File: config.mk
export PLATFORM = sky130hd
export DESIGN_NAME = memory_bus_arbiter
export DESIGN_NICKNAME = d
export VERILOG_FILES = /design/src/rtl/cpu_bus_pkg.sv /design/src/rtl/bus_request_register.sv /design/src/rtl/memory_bus_arbiter.sv
export SDC_FILE = /design/constraint.sdc
export NUM_CORES = 1
export LEC_CHECK = 0
export ABC_AREA = 0
export BUFFER_PORTS_ARGS = -buffer_cell sky130_fd_sc_hd__buf_2
export CAP_MARGIN = 20
export CORE_AREA = 2 2 106 108
export DETAILED_ROUTE_END_ITERATION = 7
export DIE_AREA = 0 0 108 110
export PLACE_DENSITY = 0.74
export SYNTH_ARGS = -nofsm -noshare
export SYNTH_HDL_FRONTEND = slang
export SYNTH_SLANG_ARGS = --single-unit
File: constraint.sdc
create_clock -name clk -period 2.3 [get_ports clk]
set_input_delay 0.46 -clock clk [delete_from_list [all_inputs] [get_ports clk]]
set_output_delay 0.46 -clock clk [all_outputs]
set_load 0.005 [all_outputs]
File: src/rtl/cpu_bus_pkg.sv
// Shared types and constants for the CPU memory bus arbiter.
package cpu_bus_pkg;

  typedef enum logic [1:0] {
    IDLE,
    FETCH_BUSY,
    DATA_BUSY
  } arbiter_state_t;

  typedef enum logic {
    FETCH,
    DATA
  } requester_t;

  // Wide enough for any supported data width; users take the low DATA_WIDTH/8 bits.
  localparam int unsigned                MAX_BYTE_LANES = 64;
  localparam logic [MAX_BYTE_LANES-1:0] BYTEENABLE_ALL = '1;

endpackage

File: src/rtl/bus_request_register.sv
// Holds the bus-side address, strobes and write payload of the granted transaction.
module bus_request_register #(
  parameter int unsigned ADDRESS_WIDTH = 32,
  parameter int unsigned DATA_WIDTH    = 32
) (
  input  logic                      clk,
  input  logic                      reset,
  input  logic                      load,
  input  logic                      clear,
  input  logic [ADDRESS_WIDTH-1:0]  load_address,
  input  logic                      load_read,
  input  logic                      load_write,
  input  logic [DATA_WIDTH-1:0]     load_writedata,
  input  logic [DATA_WIDTH/8-1:0]   load_byteenable,
  output logic [ADDRESS_WIDTH-1:0]  address,
  output logic                      read,
  output logic                      write,
  output logic [DATA_WIDTH-1:0]     writedata,
  output logic [DATA_WIDTH/8-1:0]   byteenable
);

  logic [ADDRESS_WIDTH-1:0] address_q, address_d;
  logic                     read_q, read_d;
  logic                     write_q, write_d;
  logic [DATA_WIDTH-1:0]    writedata_q, writedata_d;
  logic [DATA_WIDTH/8-1:0]  byteenable_q, byteenable_d;

  // Clear only withdraws the strobes; the payload lingers harmlessly until the next load.
  always_comb begin
    address_d    = address_q;
    read_d       = read_q;
    write_d      = write_q;
    writedata_d  = writedata_q;
    byteenable_d = byteenable_q;
    if (load) begin
      address_d    = load_address;
      read_d       = load_read;
      write_d      = load_write;
      writedata_d  = load_writedata;
      byteenable_d = load_byteenable;
    end else if (clear) begin
      read_d  = 1'b0;
      write_d = 1'b0;
    end
  end

  always_ff @(posedge clk or posedge reset) begin
    if (reset) begin
      address_q    <= '0;
      read_q       <= 1'b0;
      write_q      <= 1'b0;
      writedata_q  <= '0;
      byteenable_q <= '0;
    end else begin
      address_q    <= address_d;
      read_q       <= read_d;
      write_q      <= write_d;
      writedata_q  <= writedata_d;
      byteenable_q <= byteenable_d;
    end
  end

  assign address    = address_q;
  assign read       = read_q;
  assign write      = write_q;
  assign writedata  = writedata_q;
  assign byteenable = byteenable_q;

endmodule

File: src/rtl/memory_bus_arbiter.sv
// Arbitrates the single Avalon-style master port between instruction fetch and load/store.
module memory_bus_arbiter
  import cpu_bus_pkg::*;
#(
  parameter int unsigned ADDRESS_WIDTH = 32,
  parameter int unsigned DATA_WIDTH    = 32
) (
  input  logic                      clk,
  input  logic                      reset,
  input  logic                      fetch_request,
  input  logic [ADDRESS_WIDTH-1:0]  fetch_address,
  output logic [DATA_WIDTH-1:0]     fetch_readdata,
  output logic                      fetch_valid,
  input  logic                      data_read,
  input  logic                      data_write,
  input  logic [ADDRESS_WIDTH-1:0]  data_address,
  input  logic [DATA_WIDTH-1:0]     data_writedata,
  input  logic [DATA_WIDTH/8-1:0]   data_byteenable,
  output logic [DATA_WIDTH-1:0]     data_readdata,
  output logic                      data_valid,
  output logic                      stall_fetch_memory,
  output logic                      stall_data_memory,
  output logic [ADDRESS_WIDTH-1:0]  address,
  output logic                      read,
  output logic                      write,
  output logic [DATA_WIDTH-1:0]     writedata,
  output logic [DATA_WIDTH/8-1:0]   byteenable,
  input  logic [DATA_WIDTH-1:0]     readdata,
  input  logic                      waitrequest
);

  localparam int unsigned BE_WIDTH = DATA_WIDTH / 8;

  arbiter_state_t state_q, state_d;
  requester_t     last_grant_q, last_grant_d;

  logic                     data_req_c;
  logic                     load_c;
  logic                     clear_c;
  logic [ADDRESS_WIDTH-1:0] ld_address_c;
  logic                     ld_read_c;
  logic                     ld_write_c;
  logic [DATA_WIDTH-1:0]    ld_writedata_c;
  logic [BE_WIDTH-1:0]      ld_byteenable_c;

  assign data_req_c = data_read | data_write;

  // Completion is only reported to a requester that is still asking for it.
  assign fetch_valid        = (state_q == FETCH_BUSY) && !waitrequest && fetch_request;
  assign data_valid         = (state_q == DATA_BUSY) && !waitrequest && data_req_c;
  assign fetch_readdata     = readdata;
  assign data_readdata      = readdata;
  assign stall_fetch_memory = fetch_request && !fetch_valid;
  assign stall_data_memory  = data_req_c && !data_valid;

  always_comb begin
    state_d         = state_q;
    last_grant_d    = last_grant_q;
    load_c          = 1'b0;
    clear_c         = 1'b0;
    ld_address_c    = '0;
    ld_read_c       = 1'b0;
    ld_write_c      = 1'b0;
    ld_writedata_c  = '0;
    ld_byteenable_c = '0;
    case (state_q)
      IDLE: begin
        // On a tie the requester that did not win last time goes first.
        if (data_req_c && (!fetch_request || last_grant_q == FETCH)) begin
          load_c          = 1'b1;
          ld_address_c    = data_address;
          ld_read_c       = data_read && !data_write;
          ld_write_c      = data_write;
          ld_writedata_c  = data_writedata;
          ld_byteenable_c = data_byteenable;
          state_d         = DATA_BUSY;
        end else if (fetch_request) begin
          load_c          = 1'b1;
          ld_address_c    = fetch_address;
          ld_read_c       = 1'b1;
          ld_byteenable_c = BYTEENABLE_ALL[BE_WIDTH-1:0];
          state_d         = FETCH_BUSY;
        end
      end
      FETCH_BUSY: begin
        if (!waitrequest) begin
          clear_c      = 1'b1;
          last_grant_d = FETCH;
          state_d      = IDLE;
        end
      end
      DATA_BUSY: begin
        if (!waitrequest) begin
          clear_c      = 1'b1;
          last_grant_d = DATA;
          state_d      = IDLE;
        end
      end
      default: state_d = IDLE;
    endcase
  end

  always_ff @(posedge clk or posedge reset) begin
    if (reset) begin
      state_q      <= IDLE;
      last_grant_q <= FETCH;
    end else begin
      state_q      <= state_d;
      last_grant_q <= last_grant_d;
    end
  end

  bus_request_register #(
    .ADDRESS_WIDTH (ADDRESS_WIDTH),
    .DATA_WIDTH    (DATA_WIDTH)
  ) u_bus_request_register (
    .clk             (clk),
    .reset           (reset),
    .load            (load_c),
    .clear           (clear_c),
    .load_address    (ld_address_c),
    .load_read       (ld_read_c),
    .load_write      (ld_write_c),
    .load_writedata  (ld_writedata_c),
    .load_byteenable (ld_byteenable_c),
    .address         (address),
    .read            (read),
    .write           (write),
    .writedata       (writedata),
    .byteenable      (byteenable)
  );

endmodule

==> results of run 1 <==
-- through the flow --
stage / hold WS [ps] / power (mW)
3_3_place_gp: 480 / 4.49
6_report: 175 / 5.85
5_1_grt: 200 / 6.28
3_5_place_dp: 485 / 4.61
2_1_floorplan: 490 / 3.75
4_1_cts: 175 / 5.89
-- routing by layer --
layer  vias up  wire length (um)  part of all wire (%)
li1       1400                 -                     -
met1      1419              3620                    35
met2       231              5090                    49
met4         0               112                   1.1
met5         -                 0                     0
met3        10              1550                    15
-- power by group through the flow --
stage                     logic (mW)  registers, mW  clock network (mW)
after detailed placement        2.38           2.23                   0
after global placement          2.28           2.21                   0
after floorplan                 1.50           2.25                   0
final                           2.39           2.21                1.25
after global routing            2.64           2.28                1.36
after CTS                       2.38           2.22                1.29
-- critical path, cell delays in order --
cell    delay, ps
buf_2         220
buf_4         370
inv_1         110
nor2_1        100
buf_2         110
-- cells in the final DEF, fill, tap and decap left out, types with 3 or more instances in the layout --
master and n:
nand2b_1 3, inv_1 3, clkbuf_8 9, nand3_1 35
buf_4 4, o22a_1 4, bufinv_16 3, a31oi_2 10
a31oi_1 22, nand2_1 38, buf_2 179, dfrtp_1 73
a22o_1 32, nor2_1 34, ha_1 3
-- sequential cells by signal, indices dropped and copies added, names as in the netlist --
signal / cells
u_bus_request_register.address: 32
u_bus_request_register.writedata: 32
u_bus_request_register.byteenable: 4
state_q: 2
last_grant_q: 1
u_bus_request_register.read: 1
u_bus_request_register.write: 1
-- final cells by class --
type,instances,area [um^2]
fill,1046,6210
sequential,73,1830
multi-input combinational,194,1220
timing repair buffer,186,993
tap,140,175
clock inverter,7,126
clock buffer,9,124
inverter,4,18.8
-- Yosys cell counts, drive strengths merged --
master / count / area share, %
mux2i: 1 / 0.27
nor2: 35 / 3.6
a21boi: 1 / 0.20
buf: 86 / 17
o21ai: 1 / 0.14
nor2b: 1 / 0.17
inv: 4 / 0.41
a32oi: 1 / 0.24
o22a: 4 / 0.95
dfrtp: 73 / 50
ha: 3 / 1.0
o31a: 1 / 0.24
a31oi: 32 / 7.1
nand3: 35 / 4.8
and3b: 1 / 0.24
nand2b: 3 / 0.51
a2bb2oi: 1 / 0.41
a22o: 32 / 7.6
nand2: 38 / 3.9
o2bb2ai: 1 / 0.41
o31ai: 1 / 0.58
nand3b: 1 / 0.20
and2: 1 / 0.17
clkbuf: 3 / 0.31
-- kinds of logic (layout without fill, tap and decap cells) --
group | after synthesis | in the layout | share of synthesized area (%)
mux | 1 | 1 | 0.272
fa+ha+maj | 3 | 3 | 1.02
compound gates | 75 | 75 | 17.9
simple gates | 115 | 115 | 13.5
buf+inv | 93 | 206 | 17.7
flops | 73 | 73 | 49.6
-- worst paths after layout --
check,startpoint,to,slack [ps]
min in group clk,data_byteenable[1],u_bus_request_register.byteenable[1],310
worst max register to register,state_q[1],u_bus_request_register.address[22],640
worst min-delay path,reset,u_bus_request_register.address[23],180
worst max-delay path,fetch_request,fetch_valid,460
max in group asynchronous,reset,u_bus_request_register.address[1],1490
worst min register to register,u_bus_request_register.writedata[22],u_bus_request_register.writedata[22],500
==> impl_metrics.csv, run 1 <==
group,metric,value,unit
run_status,status,"completed",
drt,post_drt_wl_per_cell,16.9,um
drt,avgViaCountPerCell,4.99,
clocking,htreeDepth,3,
global_route,globalRouteTotalUtil,17.0,%
placement,port_buffers,179,
power,p_sw_share,36.0,%
global_route,top_usage_layer,"met2",
worst_setup_path,end_kind,"primary output",
clocking,clk_latency,360,ps
clocking,clockRootBuffer,"clkbuf_8",
die,initial_core_util,34.5,%
sta,slew_headroom,57.2,%
flow_run,drv_cap,0,
synthesis,ys_types,28,
die,die_y,110,um
sta,fmax,0.545,GHz
die,die_w,108,um
sta,fin_crit_sh,79.8,%
power,comb_power_share,40.8,%
worst_setup_path,r2r_cells,6,
sta,setup_viol,0,
power,internal_power,3.74,mW
placement,placed_area,4210,um^2
clocking,postCtsSetupBuffers,0,
power,powerDensity,1310,nW/um^2
worst_setup_path,arrival,1380,ps
sta,tightest_slew,641,ps
synthesis,avgSynthCellArea,10.2,um^2
die,fp-row-count,38,
global_route,gr-total-overflow,0,
global_route,grt.met1_usage,16.5,%
synthesis,netlist_area,3690,um^2
cells_and_area,syn2layout_area_growth,21.7,%
power,p_clk_share,21.4,%
sta,clock-skew-final,10.9,ps
sta,setup_slack,464,ps
synthesis,yosysSeqAreaShare,49.6,%
sta,rsz0062_at_grt,"false",
cells_and_area,final_cells,613,
worst_setup_path,crit_fanout,32,
worst_setup_path,crit_type,"in -> out",
clocking,clockBufferDepth,2,
cells_and_area,drive_gt1_share,46.1,%
global_route,grtUsageMet2,29.9,%
cells_and_area,design_area,4480,um^2
min_path,hold_path.class,"in -> async",
cells_and_area,antennaDiodeCount,0,
clocking,cts_buffers,9,
drt,drc,0,
die,core,10700,um^2
cells_and_area,fin_util,41.9,%
power,p_leak,2.24,nW
power,peakVddDrop,0.694,mV
global_route,grt_pass1_wl,15.2,mm
global_route,met3_usage,10.6,%
clocking,ctsHoldBuffers,0,
global_route,grt_pass1_vias,2925,
synthesis,synth.yosys.warnings,0,
synthesis,synth.ff_latch_count,73,
placement,post-place-cells,596,
sta,period_needed,1840,ps
placement,hpwl,7.94,mm
global_route,grt_max_degree,70,
clocking,cts_sinks,73,
drt,ant_nets,0,
clocking,path_clk_slew,80,ps
power,switchingPower,2.11,mW
global_route,antenna_found_initial,0,
worst_setup_path,worstSetupStartpointType,"input port",
drt,routed_wirelength,10.4,mm
clocking,cts_tree,"built",
synthesis,syn_inst,360,
drt,firstDrtPassIters,4,
cells_and_area,nets,609,
die,dieArea,11900,um^2
clocking,cts_resized,0,
placement,pre_cts_ws,205,ps
die,io_pins,276,
sta,fin_tns_setup,0,ps
synthesis,syn_nets,501,
power,seqPwrFrac,37.7,%
worst_setup_path,required,1840,ps
placement,routabilityCongestion,0.751,
drt,drt_iter0_markers,170,
sta,maxSlewViolCount,0,
drt,routed-via-count,3060,
sta,hold_violations,0,
(Power assumes the default switching activity.)
==> run 2, diff against run 1 <==
Settings changed: CORE_AREA 2 2 106 108 to 2 2 107 109, DIE_AREA 0 0 108 110 to 0 0 109 111, PLACE_DENSITY 0.74 to 0.7.
Clock period 2.3 ns to 1.85 ns, I/O delays scaled along.
==> impl_metrics.csv, run 2 (synthesis gave the netlist of run 1 again) <==
group,metric,value,unit
run_status,status,"completed",
die,fp-row-count,39,
flow_run,drv_cap,0,
sta,setup_viol,0,
power,p_clk_share,21.1,%
worst_setup_path,crit_family,"flip-flops",
clocking,clk_latency,330,ps
power,peakVddDrop,0.608,mV
cells_and_area,drive_gt1_share,46.2,%
global_route,grt_max_degree,74,
drt,post_drt_wl_per_cell,16.4,um
die,dieArea,12100,um^2
cells_and_area,most-common-layout-cells,"179 x buf_2, 73 x dfrtp_1, 38 x nand2_1, 35 x nand3_1, 34 x nor2_1",
worst_setup_path,crit_fanout,3,
power,seqPwrFrac,37.6,%
drt,wl_met1,3.57,mm
die,core,11100,um^2
sta,rsz0062_at_grt,"false",
die,die_w,109,um
global_route,grt_pass1_vias,2932,
power,p_sw_share,35.6,%
clocking,cts_tree,"built",
worst_setup_path,required,1480,ps
clocking,ctsHoldBuffers,0,
sta,maxSlewViolCount,0,
cells_and_area,final_common_cell,"buf_2",
drt,ant_nets,0,
sta,hold_violations,0,
placement,pre_cts_ws,240,ps
sta,tightest_slew,396,ps
power,powerDensity,1610,nW/um^2
cells_and_area,syn2layout_area_growth,23.2,%
drt,top_layer,"met4",
drt,avgViaCountPerCell,4.87,
placement,port_buffers,179,
clocking,cts_sinks,73,
worst_setup_path,end_kind,"primary output",
clocking,cts_resized,0,
sta,period_needed,1720,ps
die,die_y,111,um
global_route,antenna_found_initial,0,
worst_setup_path,crit_path_max_incr_delay,380,ps
clocking,cts_buffers,9,
worst_setup_path,cp_cell_sequence,"inv_1, ha_1, nand2b_1, and2_1, buf_2",
drt,drc,0,
global_route,globalRouteTotalUtil,16.3,%
clocking,path_clk_slew,60,ps
min_path,hold_path.class,"in -> async",
sta,fin_crit_sh,92.8,%
drt,firstDrtPassIters,4,
clocking,clockBufferDepth,2,
worst_setup_path,worstSetupStartpointType,"flip-flop",
placement,routabilityCongestion,0.755,
drt,drt_iter0_markers,196,
sta,setup_slack,134,ps
sta,fin_tns_setup,0,ps
cells_and_area,fin_util,41.0,%
worst_setup_path,r2r_cells,6,
clocking,postCtsSetupBuffers,0,
placement,hpwl,7.86,mm
worst_setup_path,arrival,1350,ps
global_route,grt_pass1_wl,15.3,mm
clocking,htreeDepth,3,
cells_and_area,nets,612,
power,internal_power,4.71,mW
sta,fmax,0.583,GHz
die,initial_core_util,33.3,%
worst_setup_path,worst-path-stages,5,
drt,wl_met3,1.35,mm
drt,wl_met2,5.07,mm
power,comb_power_share,41.2,%
cells_and_area,antennaDiodeCount,0,
drt,routed_wirelength,10.2,mm
worst_setup_path,cpMaxStageDelayCell,"dfrtp_1",
clocking,clockRootBuffer,"clkbuf_16",
power,switchingPower,2.60,mW
worst_setup_path,crit_buf_inv,2,
power,p_leak,2.27,nW
worst_setup_path,crit_type,"reg -> out",
drt,routed-via-count,3016,
sta,slew_headroom,73.6,%
sta,clock-skew-final,8.42,ps
die,io_pins,276,
global_route,gr-total-overflow,0,
[run 2: path summary, 6_finish.rpt]
check / start / end / slack [ps]
worst max-delay path: state_q[1] / stall_fetch_memory / 130
worst min-delay path: reset / u_bus_request_register.writedata[0] / 140
worst max register to register: state_q[0] / u_bus_request_register.address[8] / 250
worst min register to register: u_bus_request_register.writedata[30] / u_bus_request_register.writedata[30] / 500
max in group asynchronous: reset / u_bus_request_register.writedata[26] / 1400
min in group clk: data_writedata[17] / u_bus_request_register.writedata[17] / 260
[run 2: area by class of cell]
class / instances / area [um^2]
clock buffer: 10 / 229
clock inverter: 6 / 35.0
fill: 1087 / 6540
inverter: 4 / 18.8
multi-input combinational: 194 / 1220
sequential: 73 / 1830
tap: 143 / 179
timing repair buffer: 189 / 1030
[run 2: tightest hold or removal path, delay by kind of cell]
kind / cells / cell delay [ps]
buffers and inverters: 3 / 510
[run 2: power groups by stage]
stage / sequential, mW / combinational (mW) / clock [mW]
2_1_floorplan: 2.80 / 1.87 / 0
6_report: 2.75 / 3.01 / 1.54
3_5_place_dp: 2.78 / 3.08 / 0
5_1_grt: 2.85 / 3.35 / 1.69
3_3_place_gp: 2.75 / 2.99 / 0
4_1_cts: 2.76 / 3.08 / 1.62
[run 2: through the flow]
step	cell area, um^2	power (mW)	hold WS [ps]	std cells
2_1_floorplan	3690	4.67	490	360
3_3_place_gp	4280	5.74	483	603
3_5_place_dp	4280	5.86	487	603
4_1_cts	4540	7.46	151	619
5_1_grt	4540	7.89	162	619
6_report	4540	7.31	137	619
[run 2: routing by layer]
metal,up-vias,global-route usage [%]
met5,-,0
met4,0,5.64
met3,17,7.70
met2,212,28.3
met1,1378,17.0
li1,1409,-
